$ cat config.mk
export PLATFORM = sky130hd
export DESIGN_NAME = str_cic_chan_arb
export DESIGN_NICKNAME = d
export VERILOG_FILES = /design/src/rtl/str_cic_chan_arb.sv
export SDC_FILE = /design/constraint.sdc
export NUM_CORES = 1
export LEC_CHECK = 0
export ABC_AREA = 1
export CORE_UTILIZATION = 56
export DETAILED_ROUTE_END_ITERATION = 10
export DONT_BUFFER_PORTS = 1
export HOLD_SLACK_MARGIN = 0.05
export PLACE_DENSITY = 0.74
export SETUP_SLACK_MARGIN = 0.05
export SLEW_MARGIN = 30
export SYNTH_ARGS = -nofsm -noshare
export SYNTH_HDL_FRONTEND = slang
export SYNTH_SLANG_ARGS = --single-unit
$ cat constraint.sdc
create_clock -name clk -period 1.8 [get_ports clk]
set_input_delay 0.36 -clock clk [delete_from_list [all_inputs] [get_ports clk]]
set_output_delay 0.36 -clock clk [all_outputs]
set_load 0.01 [all_outputs]
$ cat src/rtl/str_cic_chan_arb.sv
// Round-robin stream arbiter feeding one shared CIC decimator: each grant
// forwards exactly BURST samples of one channel through a registered output.
module str_cic_chan_arb #(
   parameter int W     = 10,
   parameter int CH    = 4,
   parameter int BURST = 4,
   parameter int IDW   = $clog2(CH)
) (
   input  logic              clk,
   input  logic              rst_n,
   input  logic [CH*W-1:0]   s_axis_tdata,
   input  logic [CH-1:0]     s_axis_tvalid,
   output logic [CH-1:0]     s_axis_tready,
   output logic [W-1:0]      m_axis_tdata,
   output logic [IDW-1:0]    m_axis_tid,
   output logic              m_axis_tlast,
   output logic              m_axis_tvalid,
   input  logic              m_axis_tready,
   output logic              busy
);

   localparam int CNTW = $clog2(BURST + 1);

   typedef enum logic {IDLE, LOCK} state_t;

   state_t          state_reg, state_next;
   logic [IDW-1:0]  ptr_reg, ptr_next;
   logic [IDW-1:0]  g_reg, g_next;
   logic [CNTW-1:0] cnt_reg, cnt_next;

   logic [W-1:0]    chan_data [CH];
   logic            found;
   logic [IDW-1:0]  pick;
   logic            oreg_rdy, ish, osh, burst_end;

   generate
      for (genvar gi = 0; gi < CH; gi++) begin : g_chan
         assign chan_data[gi]     = s_axis_tdata[gi*W +: W];
         assign s_axis_tready[gi] = (state_reg == LOCK) && (g_reg == IDW'(gi)) && oreg_rdy;
      end
   endgenerate

   assign osh       = m_axis_tvalid & m_axis_tready;
   assign oreg_rdy  = osh | ~m_axis_tvalid;
   assign ish       = s_axis_tvalid[g_reg] & s_axis_tready[g_reg];
   assign burst_end = (cnt_reg == CNTW'(BURST - 1));
   assign busy      = (state_reg == LOCK);

   // Scan from the far end back toward ptr so the nearest valid channel wins.
   always_comb begin
      found = 1'b0;
      pick  = ptr_reg;
      for (int k = CH - 1; k >= 0; k--) begin
         if (s_axis_tvalid[(int'(ptr_reg) + k) % CH]) begin
            found = 1'b1;
            pick  = IDW'((int'(ptr_reg) + k) % CH);
         end
      end
   end

   always_comb begin
      state_next = state_reg;
      ptr_next   = ptr_reg;
      g_next     = g_reg;
      cnt_next   = cnt_reg;
      case (state_reg)
         IDLE: begin
            cnt_next = '0;
            if (found) begin
               state_next = LOCK;
               g_next     = pick;
            end
         end
         LOCK: begin
            // No preemption: only a completed burst releases the grant.
            if (ish) begin
               cnt_next = cnt_reg + 1'b1;
               if (burst_end) begin
                  state_next = IDLE;
                  ptr_next   = (g_reg == IDW'(CH - 1)) ? '0 : g_reg + 1'b1;
               end
            end
         end
         default: state_next = IDLE;
      endcase
   end

   always_ff @(posedge clk or negedge rst_n) begin
      if (!rst_n) begin
         state_reg <= IDLE;
         ptr_reg   <= '0;
         g_reg     <= '0;
         cnt_reg   <= '0;
      end else begin
         state_reg <= state_next;
         ptr_reg   <= ptr_next;
         g_reg     <= g_next;
         cnt_reg   <= cnt_next;
      end
   end

   always_ff @(posedge clk or negedge rst_n) begin
      if (!rst_n) begin
         m_axis_tvalid <= 1'b0;
         m_axis_tdata  <= '0;
         m_axis_tid    <= '0;
         m_axis_tlast  <= 1'b0;
      end else if (ish) begin
         m_axis_tvalid <= 1'b1;
         m_axis_tdata  <= chan_data[g_reg];
         m_axis_tid    <= g_reg;
         m_axis_tlast  <= burst_end;
      end else if (osh) begin
         m_axis_tvalid <= 1'b0;
      end
   end

endmodule

## Word-level counts from Yosys, hierarchy flattened

Index checks and enable logic that the tools add are counted.

- Register bits: 22
- Latch bits: 0
- Memory bits (writable): 0
- Memory bits (read-only): 0
- Input bits: 47
- Output and inout port bits: 19
- Logic and storage cells: 83
- Memories: 0

- Add/sub/neg operators: 5
- Multiply operators: 0
- Div/mod/pow operators: 0
- Order comparisons: 6
- Eq/ne operators: 5
- Shifts and indexed selects: 0
- Mux-type cells: 35
- Bitwise gates (word level): 9
- Reduce and logical (&&, ||, !) cells: 15

Operators with widths:

| cell | count |
|---|---|
| 10-bit binary-select mux with 2-bit select | 1 |
| 10-bit 2-to-1 mux | 2 |
| 1-bit 2-to-1 mux | 18 |
| 1-bit binary-select mux with 2-bit select | 6 |
| 3-bit by 4-bit < comparator with 1-bit output, second input constant | 3 |
| 2-bit 2-to-1 mux | 5 |
| 1-bit logical AND | 8 |
| 2-bit by 3-bit < comparator with 1-bit output, second input constant | 2 |
| 3-bit case mux with 2 select lines | 1 |
| 2-bit OR reduction | 3 |
| 2-bit by 1-bit adder with 2-bit output, second input constant | 2 |
| 2-bit adder, second input constant | 2 |
| 2-bit == test, second input constant | 2 |
| 3-bit by 1-bit adder with 3-bit output, second input constant | 1 |
| 1-bit bitwise AND, first input constant | 3 |
| 3-bit by 2-bit == test with 1-bit output, second input constant | 1 |
| 3-bit greater-or-equal comparator, second input constant | 1 |
| 3-bit 2-to-1 mux | 1 |
| 2-bit NOT with 3-bit output | 1 |
| 3-bit AND reduction | 1 |
| 1-bit bitwise AND | 2 |
| 2-bit by 1-bit == test with 1-bit output, second input constant | 1 |
| 2-bit logical NOT | 1 |
| 2-bit by 1-bit inequality test with 1-bit output, second input constant | 1 |
| 5 further kinds | 6 |

## Depth between registers and ports, before layout

Gate-level depths: netlist of the first run.

- Word-level depth: 12
- Mapped depth: 13
- Depth with buffers taken out: 12

## Worst setup path before layout of the first run

Ideal clock, no wire load.

- Path type: register to register
- Start: register g_reg[0]
- End: register m_axis_tdata[0]
- Setup time: 117 ps
- Data arrival time: 1921 ps
- Data required time: 1683 ps
- Slack: -238 ps
- Cell stages (with the launch flop): 12
- Path buffers: 2
- Period minus slack after synthesis: 2038 ps
- Cells stage by stage: dfrtp_1 inv_1 buf_1 ha_1 inv_1 nor2_1 nand3_2 nand3_4 nand2_4 buf_6 nand2_1 nand2_1

- Word-level cells in the longest chain between the ends: 6
- Elaborated cells between the ends (all ways): 21
- Classes of those cells: eq/ne: 3; mux: 7; bitwise: 2; reduce/logical: 9

RTL lines:

| what | line | source |
|---|---|---|
| start, declared | 28 | `logic [IDW-1:0] g_reg, g_next;` |
| start signal, assigned | 97 | `g_reg <= g_next;` |
| 2-bit logical NOT | 39 | `assign s_axis_tready[gi] = (state_reg == LOCK) && (g_reg == IDW'(gi)) && oreg_rdy;` |
| 1-bit logical AND (2 in a row) | 39 |  |
| named net s_axis_tready[0] | 13 | `output logic [CH-1:0] s_axis_tready,` |
| 1-bit binary-select mux with 2-bit select | 45 | `assign ish = s_axis_tvalid[g_reg] & s_axis_tready[g_reg];` |
| 1-bit 2-to-1 mux (implied by the code) | 45 |  |
| 1-bit bitwise AND | 45 |  |
| end signal, assigned | 110 | `m_axis_tdata <= chan_data[g_reg];` |
| end, declared | 14 | `output logic [W-1:0] m_axis_tdata,` |

The timed path passes the listed nets, and every way through them passes these cells. The select of a mux whose other input is x is not followed.
A chain may end at the register's enable or synchronous reset.

## Final worst setup path of the first run

- Start: register g_reg[0]
- End: output port s_axis_tready[1]

- Word-level cells in the longest chain between the ends: 3

RTL lines:

| what | line |
|---|---|
| 2-bit by 1-bit == test with 1-bit output | 39 |
| 1-bit logical AND (2 in a row) | 39 |
| end, declared | 13 |

No other way between the ends.

==> impl_metrics.ini, run 1 <==
[layout]
largest_register_ffs = 10
multi_input_area_um2 = 902
design_area_um2 = 1750
fill_cells = 213
drive_gt1_share_pct = 16.1
diodes = 0
nets = 296
final_core_util_pct = 68.9
layoutNonFillerInstCount = 272
area_delta_synth_final_pct = 13.2
seqCellArea_um2 = 556

[min_path]
hold_path.class = input pin to flip-flop
min_from = m_axis_tready

[pwr]
peakVddDrop_mv = 1.01
leakagePower_nw = 0.944
power.density_nw_per_um2 = 1860

[logic_synthesis]
synth-main-ff-cell = dfrtp_1
netlist_area_um2 = 1550
yosysSeqAreaShare_pct = 35.5
synth-xor-area-share_pct = 0
synth_top_area_share_pct = 35.5
yosys-top-cells-area = dfrtp_1, nand2_1, nand3_1
async_reset_ff_share_pct = 100
synthesis.nets = 285
synthAdderAreaFrac_pct = 4.85
synth_cells = 232
avgSynthCellArea_um2 = 6.68
synth_commonest_cells = nand2_1, nand3_1, nor2_1
netlist-cell-type-count = 19
synth_edf_count = 0
synth-simple-area-share_pct = 39.5
yosysTopAreaCell = dfrtp_1
synth_top_family_by_area = simple AND/OR/NAND/NOR gates
synthMuxAreaShare_pct = 0
synth-compound-area-share_pct = 11.1
ys_warn_count = 0
ys_ff_latch = 22
yosysMostFrequentCell = nand2_1

[sta]
max_freq_mhz = 586
finClkSkew_ns = 0.00584
setup_violations = 0
relSlewSlack_pct = 67.9
worst_pin_slew_ns = 0.481
rsz0062_at_grt = yes
finalCritPeriodShare_pct = 94.9
tns_ns = 0
min_period_ns = 1.71
timing.final.hold_violations = 0
finalMaxSlewViolations = 0

[global_route]
grt_max_degree = 23
grt.total_usage_pct = 29.0
grt_pass1_wl_um = 6030
grt_pass1_vias = 1405
antenna_found_initial = 0
grt_overflow = 0

[worst_setup_path]
path_class = flip-flop to primary output
critPathArrivalTime_ns = 1.35
path_max_fanout = 6
worst_ep_required_time_ns = 1.44
cp-end-kind = primary output
rr_startpoint = g_reg[0]$_DFFE_PN0P_
cp-startpoint = g_reg[0]$_DFFE_PN0P_
crit_path_start_kind = flip-flop

[clock_network]
numCtsBuffers = 3
clkLatencyLatePin_ns = 0.31
root_buffer = clkbuf_4
clock_path_buffers = 2
cts_tree = yes
clkSlewWorstSetupHoldPaths_ns = 0.13
htreeDepth = 1
clock_sinks = 22

[placed_design]
postPlaceCellArea_um2 = 1620
placed_cells = 262
dp_hpwl_um = 3100
port_buffers = 0
gp_congestion = 0.883

[floorplanning]
die_y_um = 54.6
die_area_um2 = 2980
rows = 18
ios = 66
core_area_um2 = 2540
start_util_pct = 60.9
die_x_um = 54.6

[routing]
ant_nets = 0
drt-total-wl_um = 4070
drc = 0
wl_per_cell_um = 15.0
via_count = 1577
firstDrtPassIters = 4
drtIter0Drc = 38
drt-vias-per-instance = 5.80

[outcome]
status = complete, no violations

[flow_run]
drv_cap = 0
[worst max-delay path, stage by stage (launching register included)]
cell     delay, ns
dfrtp_2       0.47
buf_4         0.15
ha_1          0.19
inv_2         0.05
nor2_2        0.04
buf_4         0.14
[cells by family (layout without fill, tap and decap cells)]
| logic type | after synthesis | count (layout) |
|---|---|---|
| simple gates | 140 | 140 |
| buf+inv | 32 | 42 |
| fa+ha+maj | 6 | 6 |
| compound gates | 32 | 32 |
| flops | 22 | 22 |
[cell usage in the layout, fill, tap and decap left out, drive strengths merged]
master,instances
nand3,29
o22ai,10
dlygate4sd3,1
inv,22
ha,6
nand2,79
nand4,3
bufinv,1
o21ai,22
nor2,27
nand3b,2
buf,15
clkbuf,3
dfrtp,22
[worst paths after layout]
check / endpoint / slack, ns / cells past startpoint
setup / recovery: s_axis_tready[1] / 0.09 / 5
hold / removal: m_axis_tvalid$_DFFE_PN0P_ / 0.25 / 3
setup reg to reg: m_axis_tid[0]$_DFFE_PN0P_ / 0.12 / 9
hold reg to reg: cnt_reg[1]$_DFFE_PN0P_ / 0.54 / 2
max in group asynchronous: g_reg[1]$_DFFE_PN0P_ / 0.91 / 2
min in group asynchronous: busy$_DFF_PN0_ / 0.53 / 2
[cell type report]
type / count / area share [%]
well taps: 30 / 2.14
multi-input cells: 178 / 51.4
flip-flops and latches: 22 / 31.7
clock buffers: 3 / 1.28
clock inverters: 1 / 1.71
repair buffers: 16 / 7.06
inverters: 22 / 4.71
[timing repair]
action / CTS / global route
buffers inserted: 0 / 4
setup endpoints to repair: 1 / 23
gates resized for setup: 1 / 9
hold buffers: 1 / 1
endpoints found under the hold margin: 22 / 22
[layer usage]
layer	global-route usage (%)	wire length (µm)
met1	34.1	1620
met2	51.8	2020
met3	5.83	312
met4	9.40	116
met5	0	0
[through the flow]
step,hold WS [ns],power [W],setup WS (ns)
after floorplan,0.0644,0.00231,0.0557
after global placement,0.0654,0.00263,0.123
after detailed placement,0.0655,0.00271,0.0836
after CTS,0.254,0.00311,0.0707
after global routing,0.279,0.00354,-0.0136
final,0.247,0.00326,0.0926
[where the power goes]
| part | switching [W] | total (W) | leakage [nW] | internal [W] |
|---|---|---|---|---|
| combinational | 0.00119 | 0.00188 | 0.646 | 0.000690 |
| clock | 0.000155 | 0.000380 | 0.0279 | 0.000225 |
| sequential | 0.000268 | 0.000998 | 0.270 | 0.000730 |
| total | 0.00162 | 0.00326 | 0.944 | 0.00165 |
No activity file was read; power rests on OpenSTA's default activity.
==> inputs of run 2 (changes only) <==
--- a/config.mk
+++ b/config.mk
@@ -6,6 +6,7 @@
 export NUM_CORES = 1
 export LEC_CHECK = 0
 export ABC_AREA = 1
+export CAP_MARGIN = 15
 export CORE_UTILIZATION = 56
 export DETAILED_ROUTE_END_ITERATION = 10
 export DONT_BUFFER_PORTS = 1
==> results of run 2 <==
Same layout as run 1: the final DEF is identical, and so are final timing and power.
==> inputs of run 3 (changes only) <==
--- a/config.mk
+++ b/config.mk
@@ -7,11 +7,12 @@
 export LEC_CHECK = 0
 export ABC_AREA = 1
 export CAP_MARGIN = 15
-export CORE_UTILIZATION = 56
+export CORE_UTILIZATION = 50
+export CTS_CLUSTER_SIZE = 12
 export DETAILED_ROUTE_END_ITERATION = 10
 export DONT_BUFFER_PORTS = 1
 export HOLD_SLACK_MARGIN = 0.05
-export PLACE_DENSITY = 0.74
+export PLACE_DENSITY = 0.68
 export SETUP_SLACK_MARGIN = 0.05
 export SLEW_MARGIN = 30
 export SYNTH_ARGS = -nofsm -noshare
==> run 3 against run 2 <==
  * Final cell count is 2.9% higher
  * Critical path type unchanged
  * Total power shrank 2.8%
  * Clock power is 28% lower
  * The flow now finishes with violations (DRC)
  * Register-to-register slack gained 0.05 ns
==> impl_metrics.ini, run 3 (synthesis gave the netlist of run 1 again) <==
[worst_setup_path]
path_max_fanout = 7
rr_startpoint = g_reg[0]$_DFFE_PN0P_
r2r_cells = 11
r2r_slack_ns = 0.17
critPathArrivalTime_ns = 1.33
path_class = flip-flop to primary output
crit_path_start_kind = flip-flop
cp-end-kind = primary output
worst_ep_required_time_ns = 1.44
regToRegEndpoint = m_axis_tid[0]$_DFFE_PN0P_

[sta]
setup_violations = 0
max_freq_mhz = 590
worst_pin_slew_ns = 0.481
relSlewSlack_pct = 67.9
finalCritPeriodShare_pct = 94.1
tns_ns = 0
finalMaxSlewViolations = 0
finClkSkew_ns = 0.00156
timing.final.hold_violations = 0
rsz0062_at_grt = no
min_period_ns = 1.69

[placed_design]
port_buffers = 0
placed_cells = 263
dp_hpwl_um = 2980
gp_congestion = 0.851

[min_path]
hold_end = m_axis_tvalid$_DFFE_PN0P_
min_from = m_axis_tready
worstHoldPathCells = 3
hold_path.class = input pin to flip-flop

[global_route]
grt_pass1_wl_um = 6550
grt_overflow = 0
grt_pass1_vias = 1539
antenna_found_initial = 0
grt_max_degree = 24
grt.total_usage_pct = 25.4

[layout]
area_delta_synth_final_pct = 15.7
multi_input_area_um2 = 911
final_core_util_pct = 62.8
fill_cells = 253
layoutNonFillerInstCount = 280
nets = 303
layout_commonest_cell = nand2_1
largest_register_ffs = 10
final_cell_mix = nand2_1, nor2_1, nand3_1, o21ai_0, buf_4
diodes = 0
drive_gt1_share_pct = 18.1
seqCellArea_um2 = 556

[clock_network]
numCtsBuffers = 3
clkLatencyLatePin_ns = 0.31
clock_path_buffers = 2
clock_sinks = 22
htreeDepth = 1
clkSlewWorstSetupHoldPaths_ns = 0.12
cts_tree = yes
root_buffer = clkbuf_4

[pwr]
finalPower_w = 0.00317
power.density_nw_per_um2 = 1770
peakVddDrop_mv = 0.785
leakagePower_nw = 0.971

[routing]
drc = 3
drt-vias-per-instance = 5.63
firstDrtPassIters = 8
ant_nets = 0
drt-total-wl_um = 3920
wl_per_cell_um = 14.0
drtIter0Drc = 37
via_count = 1575

[flow_run]
drv_cap = 0

[floorplanning]
rows = 19
start_util_pct = 54.3
ios = 66
die_area_um2 = 3320
die_x_um = 57.7
die_y_um = 57.7
core_area_um2 = 2850

[outcome]
status = finished with violations
violations = DRC
-- run 3: power by group --
part	leakage (nW)	switching (W)	internal [W]
Sequential	0.270	0.000272	0.000731
Combinational	0.679	0.00116	0.000740
Clock	0.0210	0.000149	0.000124
Total	0.971	0.00158	0.00159
-- run 3: repair_timing --
item	in CTS	in global routing
endpoints found under the hold margin	22	22
gates resized for setup	1	7
cloned	0	1
endpoints found under the setup margin	4	24
hold buffers	1	1
buffers inserted	3	7
pin swaps	0	4
-- run 3: layout make-up --
type / count / area share [%]
timing repair buffer: 22 / 9.22
clock buffer: 4 / 2.03
multi-input combinational: 179 / 50.8
tap: 31 / 2.16
sequential: 22 / 31.0
inverter: 22 / 4.75
-- run 3: critical path, cell delays in order, from the launching register on --
cell,delay [ns]
dfrtp_2,0.47
inv_2,0.09
ha_1,0.15
inv_1,0.06
nor2_2,0.11
buf_4,0.14
-- run 3: metrics by stage --
step                      hold WS (ns)  setup slack [ns]  cell area (µm²)
after floorplan                 0.0644            0.0557             1570
final                            0.237             0.106             1790
after CTS                        0.243            0.0703             1690
after detailed placement        0.0654            0.0581             1620
after global placement          0.0653             0.189             1620
after global routing             0.284            0.0406             1790
-- run 3: per-layer routing --
layer / up-vias / GRT usage (%) / routed length (µm)
li1: 786 / - / -
met1: 709 / 32.1 / 1680
met2: 76 / 45.2 / 1950
met3: 4 / 5.13 / 258
met4: 0 / 5.10 / 38
met5: - / 0 / 0
-- run 3: worst max-delay path by stage --
stage / startpoint / endpoint / slack (ns)
after floorplan: g_reg[1]$_DFFE_PN0P_ / m_axis_tdata[0]$_DFFE_PN0P_ / 0.06
after global placement: g_reg[0]$_DFFE_PN0P_ / m_axis_tlast$_DFFE_PN0P_ / 0.19
after detailed placement: g_reg[0]$_DFFE_PN0P_ / m_axis_tid[0]$_DFFE_PN0P_ / 0.06
after CTS: g_reg[1]$_DFFE_PN0P_ / s_axis_tready[0] / 0.07
after global routing: g_reg[1]$_DFFE_PN0P_ / s_axis_tready[0] / 0.04
final: g_reg[0]$_DFFE_PN0P_ / s_axis_tready[2] / 0.11
